**config.mk**
```make
export PLATFORM = sky130hd
export DESIGN_NAME = floo_link_buffer
export DESIGN_NICKNAME = d
export VERILOG_FILES = /design/src/rtl/floo_link_buffer.sv
export SDC_FILE = /design/constraint.sdc
export NUM_CORES = 1
export LEC_CHECK = 0
export ABC_AREA = 1
export BUFFER_PORTS_ARGS = -buffer_cell sky130_fd_sc_hd__buf_2
export CAP_MARGIN = 20
export CORE_MARGIN = 3
export CORE_UTILIZATION = 46
export DETAILED_ROUTE_END_ITERATION = 6
export HOLD_SLACK_MARGIN = 0.06
export PLACE_DENSITY = 0.82
export SLEW_MARGIN = 20
export SYNTH_ARGS = -nofsm -noshare
export SYNTH_HDL_FRONTEND = slang
export SYNTH_SLANG_ARGS = --single-unit
```
**constraint.sdc**
```tcl
create_clock -name clk_i -period 5.8 [get_ports clk_i]
set_clock_uncertainty 0.2 [all_clocks]
set_input_delay 0 -clock clk_i [delete_from_list [all_inputs] [get_ports clk_i]]
set_output_delay 0 -clock clk_i [all_outputs]
set_load 0.02 [all_outputs]
```
**src/rtl/floo_link_buffer.sv**
```systemverilog
// floo_link_buffer
//
// Elastic register-cut buffer for one direction of an inter-tile link.
// Every output (ready_o, valid_o, data_o) is driven from flops, so no
// combinational path crosses the tile boundary in either direction.
// The buffer also keeps saturating statistics counters for link bring-up:
// one for delivered flits and one for back-pressure cycles.
//
// Ports
//   clk_i        link clock; all state updates on the rising edge
//   rst_i        asynchronous active-high reset; discards all stored flits
//   valid_i      upstream flit valid
//   ready_o      buffer can accept a flit (registered)
//   data_i       upstream flit
//   valid_o      downstream flit valid (registered, equals fill != 0)
//   ready_i      downstream accepts the flit
//   data_o       head-of-buffer flit (read from storage at the read pointer)
//   clear_i      synchronous clear of both statistics counters
//   fill_o       current occupancy
//   flit_cnt_o   flits delivered downstream, saturating
//   stall_cnt_o  cycles with valid_o=1 and ready_i=0, saturating
//   idle_o       buffer empty and no flit offered upstream
module floo_link_buffer #(
    parameter int unsigned FlitWidth = 64,
    parameter int unsigned Depth     = 2,
    parameter int unsigned CntWidth  = 32
) (
    input  logic                       clk_i,
    input  logic                       rst_i,
    input  logic                       valid_i,
    output logic                       ready_o,
    input  logic [FlitWidth-1:0]       data_i,
    output logic                       valid_o,
    input  logic                       ready_i,
    output logic [FlitWidth-1:0]       data_o,
    input  logic                       clear_i,
    output logic [$clog2(Depth+1)-1:0] fill_o,
    output logic [CntWidth-1:0]        flit_cnt_o,
    output logic [CntWidth-1:0]        stall_cnt_o,
    output logic                       idle_o
);

    localparam int unsigned PtrWidth  = $clog2(Depth);
    localparam int unsigned FillWidth = $clog2(Depth + 1);

    localparam logic [PtrWidth-1:0]  LastPtr  = PtrWidth'(Depth - 1);
    localparam logic [FillWidth-1:0] FullFill = FillWidth'(Depth);
    localparam logic [CntWidth-1:0]  CntMax   = '1;

    logic [FlitWidth-1:0] mem_reg [Depth];
    logic [PtrWidth-1:0]  wr_ptr_reg, wr_ptr_next;
    logic [PtrWidth-1:0]  rd_ptr_reg, rd_ptr_next;
    logic [FillWidth-1:0] fill_reg, fill_next;
    logic                 ready_reg, ready_next;
    logic [CntWidth-1:0]  flit_cnt_reg, flit_cnt_next;
    logic [CntWidth-1:0]  stall_cnt_reg, stall_cnt_next;

    logic push;
    logic pop;
    logic stall;

    // Pointers wrap modulo Depth, which need not be a power of two.
    function automatic logic [PtrWidth-1:0] next_ptr(input logic [PtrWidth-1:0] p);
        return (p == LastPtr) ? '0 : p + PtrWidth'(1);
    endfunction

    // ready_reg comes from the previous edge, so a pop in a full cycle
    // cannot free a slot for a same-cycle push: this keeps ready_o
    // independent of ready_i.
    assign push  = valid_i && ready_reg;
    assign pop   = (fill_reg != '0) && ready_i;
    assign stall = (fill_reg != '0) && !ready_i;

    always_comb begin
        fill_next   = fill_reg;
        wr_ptr_next = wr_ptr_reg;
        rd_ptr_next = rd_ptr_reg;
        if (push && !pop) begin
            fill_next = fill_reg + FillWidth'(1);
        end else if (pop && !push) begin
            fill_next = fill_reg - FillWidth'(1);
        end
        if (push) begin
            wr_ptr_next = next_ptr(wr_ptr_reg);
        end
        if (pop) begin
            rd_ptr_next = next_ptr(rd_ptr_reg);
        end
        ready_next = (fill_next < FullFill);
    end

    // Clear wins over a same-cycle increment; both counters stick at all-ones.
    always_comb begin
        flit_cnt_next  = flit_cnt_reg;
        stall_cnt_next = stall_cnt_reg;
        if (clear_i) begin
            flit_cnt_next  = '0;
            stall_cnt_next = '0;
        end else begin
            if (pop && (flit_cnt_reg != CntMax)) begin
                flit_cnt_next = flit_cnt_reg + CntWidth'(1);
            end
            if (stall && (stall_cnt_reg != CntMax)) begin
                stall_cnt_next = stall_cnt_reg + CntWidth'(1);
            end
        end
    end

    always_ff @(posedge clk_i or posedge rst_i) begin
        if (rst_i) begin
            wr_ptr_reg    <= '0;
            rd_ptr_reg    <= '0;
            fill_reg      <= '0;
            ready_reg     <= 1'b0;
            flit_cnt_reg  <= '0;
            stall_cnt_reg <= '0;
        end else begin
            wr_ptr_reg    <= wr_ptr_next;
            rd_ptr_reg    <= rd_ptr_next;
            fill_reg      <= fill_next;
            ready_reg     <= ready_next;
            flit_cnt_reg  <= flit_cnt_next;
            stall_cnt_reg <= stall_cnt_next;
        end
    end

    // Storage is cleared on reset so data_o reads zero until the first push.
    always_ff @(posedge clk_i or posedge rst_i) begin
        if (rst_i) begin
            for (int i = 0; i < int'(Depth); i++) begin
                mem_reg[i] <= '0;
            end
        end else if (push) begin
            mem_reg[wr_ptr_reg] <= data_i;
        end
    end

    assign ready_o     = ready_reg;
    assign valid_o     = (fill_reg != '0);
    assign data_o      = mem_reg[rd_ptr_reg];
    assign fill_o      = fill_reg;
    assign flit_cnt_o  = flit_cnt_reg;
    assign stall_cnt_o = stall_cnt_reg;
    assign idle_o      = (fill_reg == '0) && !valid_i;

endmodule

```
==> impl_metrics.json <==
{
  "grt_pass1_wl_um": 44500,
  "drt_iter0_markers": 593,
  "synth-main-ff-cell": "dfrtp_1",
  "critical_path_class": "in2reg",
  "synth_cells": 1257,
  "final_cell_mix": "394 x nand2_1, 201 x buf_2, 196 x dfrtp_1",
  "status": "completed",
  "p_leak_uw": 0.00643,
  "ys_seq_area_share_pct": 46.7,
  "clk_pin_slew_ns": 0.08,
  "wl_met3_um": 1660,
  "drv_slew": 0,
  "met1_length_um": 11100,
  "antenna_found_initial": 0,
  "power_density_mw_per_mm2": 408,
  "overflow": 0,
  "initial_utilization_pct": 47.6,
  "place_congestion": 0.835,
  "cp_slowest_cell": "inv_2",
  "grt_max_degree": 140,
  "hold_class": "in2async",
  "die_h_um": 157,
  "io_pins": 202,
  "worstPathRequired_ns": 5.96,
  "drive_above_1_share_pct": 26.9,
  "avgSynthCellArea_sq_um": 8.39,
  "nets": 1573,
  "syn2layout_area_growth_pct": 22.8,
  "period_needed_ns": 2.57,
  "postSynth.asyncResetShare_pct": 100,
  "cts_made_buffers": 17,
  "drv_cap": 0,
  "critical_path.cell_chain": "dlygate4sd3_1 -> buf_2 -> inv_2 -> buf_4 -> nand3_4 -> inv_2 -> nand2_1 -> nand2_1",
  "routedWlPerCell_um": 14.7,
  "crit_fanout": 37,
  "routed.top_layer": "met4",
  "synth_fp_nets": 1331,
  "synth_edf_count": 0,
  "h-tree-depth": 4,
  "num_vias": 9218,
  "cts_tree": "yes",
  "largest_reg_flops": 128,
  "ir_worst_vdd_mv": 0.291,
  "clock_latency_ns": 0.43,
  "ctsResizeCount": 0,
  "slew_headroom_pct": 37.7,
  "critPathCaptureType": "flop",
  "max_freq_mhz": 389,
  "setup_viol": 0,
  "cp.arrival_ns": 2.73,
  "max_slew.worst_pin.slew_ns": 0.935,
  "io_buffers": 201,
  "rows": 54,
  "final_common_cell": "nand2_1",
  "period_share_pct": 44.4,
  "seq_area_sq_mm": 0.00493,
  "critPathMaxStageDelay_ns": 0.65,
  "synth-seq-cells": 197,
  "setup_tns_ns": 0,
  "dr_wl_met2_um": 13000,
  "core_area_sq_mm": 0.0222,
  "rsz0062_at_grt": "no",
  "via_per_inst": 5.14,
  "multi_input_area_sq_mm": 0.00488,
  "root_buffer": "clkbuf_16",
  "clock_sinks": 197,
  "ant_nets": 0,
  "hpwl_um": 16600,
  "grt_usage_pct": 21.9,
  "syn_area_sq_mm": 0.0105,
  "die_area_sq_mm": 0.0248,
  "critPathLaunchType": "primary input",
  "grt_pass1_vias": 9337,
  "fin_ws_ns": 3.23,
  "nFillCells": 1939,
  "antenna_cells": 0,
  "dr.pass1.iters": 6,
  "die_w_um": 157,
  "hold_viol": 0,
  "drc": 0,
  "wl_um": 26400,
  "synth.yosys.warnings": 0,
  "yosysUniqueCellTypes": 33,
  "clock_path_buffers": 2,
  "pre_cts_ws_ns": 3.31
}
stage by stage:
step	std cells	total power (uW)	utilization, %	hold slack [ns]	area, sq um
after floorplan	1257	3480	-	-0.120	10500
after global placement	1692	3970	52.6	0.0670	11700
after detailed placement	1692	4040	52.6	0.0760	11700
after CTS	1792	5290	58.4	0.156	12900
after global routing	1792	5630	58.4	0.180	13000
final	1792	5280	58.4	0.136	13000
what timing repair did:
item                      in CTS  in global routing
setup buffers                  0                  0
hold buffers                  68                  0
hold endpoints to repair     298                  0
report_power, final:
| part | total (uW) | internal, uW | switching, uW |
|---|---|---|---|
| clock | 1200 | 589 | 610 |
| sequential | 2030 | 1800 | 230 |
| combinational | 2050 | 781 | 1270 |
| total | 5280 | 3170 | 2110 |
layer usage:
layer | vias to the layer above | track usage (%)
met1 | 4357 | 27.4
met4 | 0 | 7.36
met3 | 49 | 4.70
met5 | - | 0
met2 | 298 | 37.8
li1 | 4514 | -
synth_stat cells (12+ instances only):
library cell  count  area [sq um]
inv_1           115           432
mux2_2           64           721
o21ai_0         134           671
nand3_1          48           240
nand2_1         395          1480
buf_2            12          60.1
clkbuf_1         31           116
nand3_2          38           380
o21ai_2          31           272
dfrtp_1         197          4930
nor2_1           91           342
logic make-up after synthesis:
family                   after synthesis  synth area share, %
AND/OR/NAND/NOR                      626                 27.5
flip-flops                           197                 46.7
AO/OA/AOI/OAI                        178                 9.74
buffers and inverters                168                 7.05
multiplexers                          64                 6.83
XOR/XNOR                              19                 1.58
adder cells (fa/ha/maj)                5                0.593
worst paths after layout:
kind                                             start                           to  slack [ns]  depth (start not counted)
worst max-delay path                           clear_i  stall_cnt_o[30]$_DFFE_PP0P_        3.23                          8
worst min-delay path                             rst_i      mem_reg[55]$_DFFE_PP0P_        0.14                          3
worst max register to register   fill_o[0]$_DFFE_PP0P_   flit_cnt_o[20]$_DFFE_PP0P_        3.44                          9
worst min register to register  rd_ptr_reg$_DFFE_PP0P_       rd_ptr_reg$_DFFE_PP0P_        0.27                          1
max in group asynchronous                        rst_i      mem_reg[72]$_DFFE_PP0P_        3.86                          4
min in group clk_i                          data_i[18]      mem_reg[18]$_DFFE_PP0P_        0.19                          4
worst max-delay path, delay by kind of cell:
family                 cells  cell delay [ns]
buffers and inverters      5             2.17
AND/OR/NAND/NOR            3             0.54
layout make-up:
cell class	count	area share, %
inverters	117	3.45
repair buffers	274	13.4
well taps	280	2.70
multi-input cells	892	37.7
flip-flops and latches	197	38.1
clock buffers	17	3.28
clock inverters	15	1.41
Power figures use the tool's default switching activity.
